==> config.mk <==
export PLATFORM = sky130hd
export DESIGN_NAME = alu_iterative
export DESIGN_NICKNAME = d
export VERILOG_FILES = /design/src/rtl/alu_iterative.sv
export SDC_FILE = /design/constraint.sdc
export NUM_CORES = 1
export LEC_CHECK = 0
export CAP_MARGIN = 20
export CORE_ASPECT_RATIO = 2
export CORE_UTILIZATION = 50
export CTS_CLUSTER_SIZE = 30
export DETAILED_ROUTE_END_ITERATION = 6
export GPL_TIMING_DRIVEN = 0
export PLACE_DENSITY = 0.77
export SYNTH_ARGS = -nofsm -noshare
export SYNTH_HDL_FRONTEND = slang
export SYNTH_SLANG_ARGS = --single-unit
==> constraint.sdc <==
create_clock -name clk -period 4.43 [get_ports clk]
set_input_delay 0.886 -clock clk [delete_from_list [all_inputs] [get_ports clk]]
set_output_delay 0.886 -clock clk [all_outputs]
set_load 0.005 [all_outputs]
==> src/rtl/alu_iterative.sv <==
// Multi-cycle ALU: one operation per start request, SRL done one bit per cycle.
// Result and Zero flag are registered and only change on the edge that enters DONE.
module alu_iterative #(
  parameter int WIDTH = 32
) (
  input  logic             clk,
  input  logic             reset,
  input  logic             start_i,
  input  logic [3:0]       ALU_Operation_i,
  input  logic [WIDTH-1:0] A_i,
  input  logic [WIDTH-1:0] B_i,
  output logic             busy_o,
  output logic             done_o,
  output logic [WIDTH-1:0] ALU_Result_o,
  output logic             Zero_o
);

  localparam int SHW = $clog2(WIDTH);

  localparam logic [3:0] OP_ADD = 4'b0000;
  localparam logic [3:0] OP_SUB = 4'b0001;
  localparam logic [3:0] OP_OR  = 4'b0011;
  localparam logic [3:0] OP_LUI = 4'b0101;
  localparam logic [3:0] OP_SRL = 4'b0110;

  typedef enum logic [1:0] {IDLE, EXEC, DONE} state_t;

  state_t           state, state_next;
  logic [WIDTH-1:0] a_q, b_q;
  logic [3:0]       op_q;
  logic [SHW-1:0]   cnt;
  logic [WIDTH-1:0] alu_res;
  logic             shifting;

  assign shifting = (op_q == OP_SRL) && (cnt != '0);

  always_comb begin
    // NOTE: every always_comb output gets a default first so no path can infer a latch.
    state_next = state;
    case (state)
      IDLE:    if (start_i) state_next = EXEC;
      EXEC:    if (!shifting) state_next = DONE;
      DONE:    state_next = IDLE;
      default: state_next = IDLE;
    endcase
  end

  // NOTE: sequential state uses non-blocking assignments so every register sees pre-edge values.
  always_ff @(posedge clk) begin
    if (!reset) state <= IDLE;
    else        state <= state_next;
  end

  // By the time the counter reaches zero a_q already holds the fully shifted operand.
  always_comb begin
    alu_res = '0;
    case (op_q)
      OP_ADD:  alu_res = a_q + b_q;
      OP_SUB:  alu_res = a_q - b_q;
      OP_OR:   alu_res = a_q | b_q;
      OP_LUI:  alu_res = b_q << 12;
      OP_SRL:  alu_res = a_q;
      default: alu_res = '0;
    endcase
  end

  always_ff @(posedge clk) begin
    if (!reset) begin
      a_q          <= '0;
      b_q          <= '0;
      op_q         <= '0;
      cnt          <= '0;
      ALU_Result_o <= '0;
      Zero_o       <= 1'b1;
    end else begin
      case (state)
        IDLE: begin
          if (start_i) begin
            a_q  <= A_i;
            b_q  <= B_i;
            op_q <= ALU_Operation_i;
            cnt  <= B_i[SHW-1:0];
          end
        end
        EXEC: begin
          if (shifting) begin
            a_q <= a_q >> 1;
            cnt <= cnt - 1'b1;
          end else begin
            ALU_Result_o <= alu_res;
            Zero_o       <= (alu_res == '0);
          end
        end
        default: ;
      endcase
    end
  end

  assign busy_o = (state != IDLE);
  assign done_o = (state == DONE);

endmodule

==> results of run 1 <==
## critical path: cells and delay by family (launching register included)
family | cells | cell delay, ns
AO/OA/AOI/OAI | 7 | 1.84
XOR/XNOR | 1 | 0.17
adder cells (fa/ha/maj) | 1 | 0.21
buffers and inverters | 3 | 0.42
flip-flops | 1 | 0.30
AND/OR/NAND/NOR | 4 | 1.33
## power breakdown
part           internal, mW  total (mW)  switching, mW
combinational         0.579        1.39          0.809
clock                 0.416       0.853          0.438
sequential             1.05        1.14         0.0882
## state kept, by name, indices dropped and copies added, names as in the netlist
signal / count
ALU_Result_o: 32
state: 2
a_q: 32
cnt: 5
b_q: 32
op_q: 4
Zero_o: 1
## cells in the final DEF, fill, tap and decap left out, types with 22 or more instances in the layout
master           count
o21ai_0             52
a21oi_1            123
clkdlybuf4s50_1    104
ha_1                31
dfxtp_1            104
a211oi_1            22
clkbuf_1            43
nor2_1             132
nand2_1            187
a311oi_1            32
## worst max-delay path by stage
stage | startpoint | endpoint | slack [ns] | depth (start not counted)
finish | op_q[3]$_SDFFE_PN0P_ | Zero_o$_SDFFE_PN1P_ | 0.07 | 16
global route | op_q[3]$_SDFFE_PN0P_ | Zero_o$_SDFFE_PN1P_ | -0.02 | 16
CTS | b_q[18]$_SDFFE_PN0P_ | Zero_o$_SDFFE_PN1P_ | 0.004 | 17
detailed placement | op_q[3]$_SDFFE_PN0P_ | Zero_o$_SDFFE_PN1P_ | -0.70 | 16
global placement | op_q[3]$_SDFFE_PN0P_ | Zero_o$_SDFFE_PN1P_ | -0.68 | 16
floorplan | op_q[3]$_SDFFE_PN0P_ | Zero_o$_SDFFE_PN1P_ | 0.45 | 16
## stage by stage
stage	util	hold WS, ns	total power, mW
2_1_floorplan	-	0.453	2.03
3_3_place_gp	0.597	0.444	2.43
3_5_place_dp	0.597	0.456	2.44
4_1_cts	0.624	0.467	3.29
5_1_grt	0.634	0.495	3.56
6_report	0.634	0.461	3.38
## repair_timing
item,CTS,global route
setup buffers,3,4
endpoints found under the setup margin,11,5
hold buffers,0,0
gates resized for setup,17,29
pin swaps,5,23
## cell type report
| cell class | count | share of cell area |
|---|---|---|
| Buffer | 67 | 0.0307 |
| Clock buffer | 10 | 0.0255 |
| Clock inverter | 6 | 0.00720 |
| Inverter | 22 | 0.00880 |
| Multi-Input combinational cell | 850 | 0.554 |
| Sequential cell | 108 | 0.231 |
| Tap cell | 195 | 0.0260 |
| Timing Repair Buffer | 112 | 0.117 |
## cells by family after synthesis
group	synth area share
simple gates	0.268
compound gates	0.278
flops	0.286
buf+inv	0.0505
xor+xnor	0.0497
fa+ha+maj	0.0606
mux	0.00695
## routing by layer
layer / GRT usage / vias to the layer above / wire [um]
li1: - / 4017 / -
met1: 0.396 / 3841 / 9740
met2: 0.620 / 418 / 13700
met3: 0.0545 / 142 / 1600
met4: 0.259 / 0 / 2080
met5: 0 / - / 0
==> qor.txt, run 1 <==
Num ports: 106
Number of buffers created by CTS: 9
Port Buffer Count: 104
Wire per inst: 19.8 um
Worst Tran Pin Value: 1.24 ns
Critical path endpoint category: flop
Post-DP HPWL: 21500 um
P&R area growth vs syn: 24.3%
Hold Fails Final Rpt: 0
CP cell instances: buf_2, or4b_4, buf_6, a21o_4, inv_1, ha_1, nor2b_1, o31a_1, o21ai_0, a211oi_2, nor2_1, a311o_1, xor2_1, o21ai_0, nand4b_1, o31ai_2
Crit-path max FO: 10
Die area: 15600 um2
Mapped cell area: 7560 um2
Post-Synthesis Cells: 1053
Placed cell count: 1353
Max Freq: 229 MHz
GP Congestion: 0.992
Power Dens Cells: 360 nW/um2
Clock Skew: 0.0123 ns
Worst r2r src: op_q[3]$_SDFFE_PN0P_
Detailed-route DRC error count: 0
Final count of negative-setup-slack endpoints: 0
Peak supply drop: 0.000206 V
Slew Viols, Final: 0
Most used cell, CP: o21ai_0
H-tree depth: 3
Layout cells sized above 1: 0.0809
Worst hold start: ALU_Result_o[7]$_SDFFE_PN0P_
# diodes: 0
Vias: 8418
Dpl ws: -0.697 ns
Rel. slew slack: 0.164
Post-route setup TNS: 0 ns
Placed instance area: 8850 um2
Remaining Overflow, GRT: 0
Largest net degree at the start of global routing: 21
WP data arrival: 4.64 ns
Clock slew at reported path FFs: 0.08 ns
Run status: finished, final reports clean
Post-layout net count: 1277
Core Box Area: 14800 um2
Fill count: 1450
Via-to-Cell Ratio: 6.14
Synth cell count leaders: nand2_1, nor2_1, a21oi_1
Register area share after synthesis: 0.286
DRT iter0 DRCs: 687
Root buffer cell: clkbuf_16
Mapped Nets: 1160
Top cells by area, synth: dfxtp_1, nand2_1, a21oi_1
Mean area per synthesized cell: 7.18 um2
Worst Reg-to-Reg Cells: 16
WS Path Type: flop to flop
Async SR Flop Fraction: 0
First-pass GRT wire length: 42300 um
Hold Path End: ALU_Result_o[7]$_SDFFE_PN0P_
Initial Utilization: 0.510
Post-route ant nets: 0
Multi-input gate area: 5200 um2
Crit path setup slack, layout: 0.0726 ns
Top cell type's share of synthesized area: 0.286
Die X: 88.9 um
Routed WL: 27100 um
CP required: 4.71 ns
Most frequent cell after synthesis: nand2_1
Sequential cell area: 2170 um2
R2r setup slk: 0.07 ns
Cell Rows: 63
Cell Count, Final, Fillers Out: 1370
Slowest stage cell on the critical path: or4b_4
Worst skew pair latency: 0.37 ns
Delay of the slowest critical-path stage: 0.60 ns
Initial antenna violation count: 0
#FFs+latches synth: 108
Post-synth top area cell: dfxtp_1
Clk buf depth: 2
Fin area: 9390 um2
Maxcap violations: 0
Critical Path Start Type: flop
Min-Delay Path Class: flop to flop
Die height: 176 um
Hold Path Depth: 2
Reg2Reg Capture Point: Zero_o$_SDFFE_PN1P_
Synth warn: 0
Clock Sinks: 108
Leakage: 3.60 nW
Vias in the first global route: 8072
EDFF count, synth: 0
Overall routing resource usage: 0.363
Prevailing post-synth register cell: dfxtp_1
Final worst-path cycle share: 0.984
Netlist cell types: 83
CTS tree: built
Final min period: 4.36 ns
Drt first pass iters: 6
No activity file was read; power rests on OpenSTA's default activity.
==> inputs of run 2 (changes only) <==
--- a/config.mk
+++ b/config.mk
@@ -8,10 +8,12 @@
 export CAP_MARGIN = 20
 export CORE_ASPECT_RATIO = 2
 export CORE_UTILIZATION = 50
+export CTS_BUF_LIST = sky130_fd_sc_hd__clkbuf_4 sky130_fd_sc_hd__clkbuf_8
 export CTS_CLUSTER_SIZE = 30
 export DETAILED_ROUTE_END_ITERATION = 6
+export DONT_BUFFER_PORTS = 1
 export GPL_TIMING_DRIVEN = 0
-export PLACE_DENSITY = 0.77
+export PLACE_DENSITY = 0.68
 export SYNTH_ARGS = -nofsm -noshare
 export SYNTH_HDL_FRONTEND = slang
 export SYNTH_SLANG_ARGS = --single-unit
==> run 2 against run 1 <==
Net effect:
- first-iteration DRC count decreased by 22%
- clock-buffer cell count shrank 1
- via count fell by 5.9%
- clock skew up 0.00088 ns
- sequential share of layout area rose by 3.0 points
- critical path type unchanged
- critical endpoint unchanged
- largest power group unchanged
==> qor.txt, run 2 (synthesis gave the netlist of run 1 again) <==
Largest net degree at the start of global routing: 19
Pwr Total: 3.02 mW
Final core utilization: 0.561
WP data arrival: 4.58 ns
Post-layout net count: 1172
Port Buffer Count: 0
Worst r2r src: op_q[3]$_SDFFE_PN0P_
Initial antenna violation count: 0
Sw Share: 0.420
Detailed-route DRC error count: 0
Die height: 176 um
Worst Reg-to-Reg Cells: 16
Core Box Area: 14800 um2
# diodes: 0
Gate power share: 0.425
Reg2Reg Capture Point: Zero_o$_SDFFE_PN1P_
Critical path endpoint category: flop
Worst skew pair latency: 0.41 ns
Layout cells sized above 1: 0.0964
CTS tree: built
Int Power: 1.75 mW
DR WL met3: 1420 um
Die area: 15600 um2
Num ports: 106
Clock slew at reported path FFs: 0.12 ns
Post-route ant nets: 0
Final min period: 4.26 ns
Worst path top cell family by delay: simple AND/OR/NAND/NOR gates
First-pass GRT wire length: 40100 um
Crit path to: Zero_o$_SDFFE_PN1P_
Placed instance area: 7810 um2
Via-to-Cell Ratio: 6.26
GP Congestion: 0.974
Worst path bufs/invs: 3
Fill count: 1593
Final count of negative-setup-slack endpoints: 0
Slowest stage cell on the critical path: or4b_4
Vias: 7918
Fin area: 8310 um2
Cell Rows: 63
Crit-path max FO: 7
Routed WL: 26400 um
Number of buffers created by CTS: 9
Most common cell after layout, fill and taps aside: nand2_1
H-tree depth: 3
Final worst-path cycle share: 0.962
Min-Delay Path Class: flop to flop
Clock Skew: 0.0131 ns
Wire per inst: 20.9 um
Die X: 88.9 um
Wire length on met1: 9880 um
Slew Viols, Final: 0
Overall routing resource usage: 0.346
WS Path Type: flop to flop
Most frequent cells in the layout: nand2_1, nor2_1, a21oi_1, dfxtp_1, o21ai_0
Flop pwr share: 0.380
Clock Sinks: 108
Max Freq: 235 MHz
Vias in the first global route: 7611
Rel. slew slack: 0.314
CP required: 4.75 ns
Post-DP HPWL: 21200 um
Setup crit start: op_q[3]$_SDFFE_PN0P_
Critical path depth: 16
Initial Utilization: 0.510
CP cell instances: buf_8, or4b_4, buf_12, a21o_1, inv_1, ha_4, nor2b_4, o31a_1, or3_1, a31oi_2, nand4_1, nor4_2, nand4_1, nor4_2, o2111ai_1, o31ai_2
Clk pwr share: 0.195
Drt first pass iters: 7
P&R area growth vs syn: 10.0%
Root buffer cell: clkbuf_8
WL met2: 13400 um
Remaining Overflow, GRT: 0
Hold Fails Final Rpt: 0
Power Dens Cells: 364 nW/um2
Run status: finished, final reports clean
Maxcap violations: 0
Max Used Layer: met4
Switching Power: 1.27 mW
Critical Path Start Type: flop
Biggest regs: ALU_Result_o (32), a_q (32), b_q (32)
R2r setup slk: 0.17 ns
Clk buf depth: 2
Delay of the slowest critical-path stage: 0.55 ns
Leakage: 3.16 nW
DRT iter0 DRCs: 538
Worst Tran Pin Value: 1.02 ns
Peak supply drop: 0.000258 V
## run 2: worst min-delay path, stage by stage, from the launching register on
cell and delay [ns]:
dfxtp_1 0.34, nand2_1 0.06, a21oi_1 0.05
## run 2: metrics by stage
| step | worst slack, ns | TNS [ns] | std cells | hold WS [ns] |
|---|---|---|---|---|
| floorplan | 0.448 | 0 | 1053 | 0.453 |
| global placement | -0.821 | -3.30 | 1248 | 0.470 |
| detailed placement | -0.910 | -3.93 | 1249 | 0.473 |
| CTS | 0.00608 | 0 | 1263 | 0.489 |
| global route | -0.0142 | -0.0142 | 1264 | 0.524 |
| finish | 0.168 | 0 | 1264 | 0.487 |
## run 2: timing repair
item / CTS / global route
setup buffers: 2 / 8
hold buffers: 0 / 0
setup endpoints to repair: 12 / 4
pin swaps: 3 / 24
gates resized for setup: 18 / 54
## run 2: worst min path at each step
stage | endpoint | cells past startpoint | slack [ns] | startpoint
after global routing | ALU_Result_o[25]$_SDFFE_PN0P_ | 2 | 0.52 | ALU_Result_o[25]$_SDFFE_PN0P_
after CTS | ALU_Result_o[25]$_SDFFE_PN0P_ | 2 | 0.49 | ALU_Result_o[25]$_SDFFE_PN0P_
after detailed placement | ALU_Result_o[25]$_SDFFE_PN0P_ | 2 | 0.47 | ALU_Result_o[25]$_SDFFE_PN0P_
after global placement | ALU_Result_o[25]$_SDFFE_PN0P_ | 2 | 0.47 | ALU_Result_o[25]$_SDFFE_PN0P_
final | ALU_Result_o[25]$_SDFFE_PN0P_ | 2 | 0.49 | ALU_Result_o[25]$_SDFFE_PN0P_
after floorplan | ALU_Result_o[17]$_SDFFE_PN0P_ | 2 | 0.45 | ALU_Result_o[17]$_SDFFE_PN0P_
## run 2: cell type report
cell class,instances,area [um2],share of cell area
clock inverters,6,46.3,0.00557
clock buffers,9,124,0.0149
multi-input cells,850,5270,0.634
flip-flops and latches,108,2170,0.261
well taps,195,244,0.0293
inverters,22,82.6,0.00993
plain buffers,63,288,0.0346
repair buffers,11,82.6,0.00993
## run 2: layer usage
| layer | up-vias | track usage |
|---|---|---|
| met4 | 0 | 0.215 |
| met1 | 3695 | 0.384 |
| met5 | - | 0 |
| li1 | 3795 | - |
| met3 | 95 | 0.0437 |
| met2 | 333 | 0.604 |
## run 2: power by group through the flow
stage | sequential, mW | clock [mW] | combinational [mW]
final | 1.15 | 0.588 | 1.29
after CTS | 1.14 | 0.595 | 1.21
after global placement | 1.15 | 0 | 1.17
after global routing | 1.16 | 0.628 | 1.40
after floorplan | 1.12 | 0 | 0.908
after detailed placement | 1.16 | 0 | 1.18
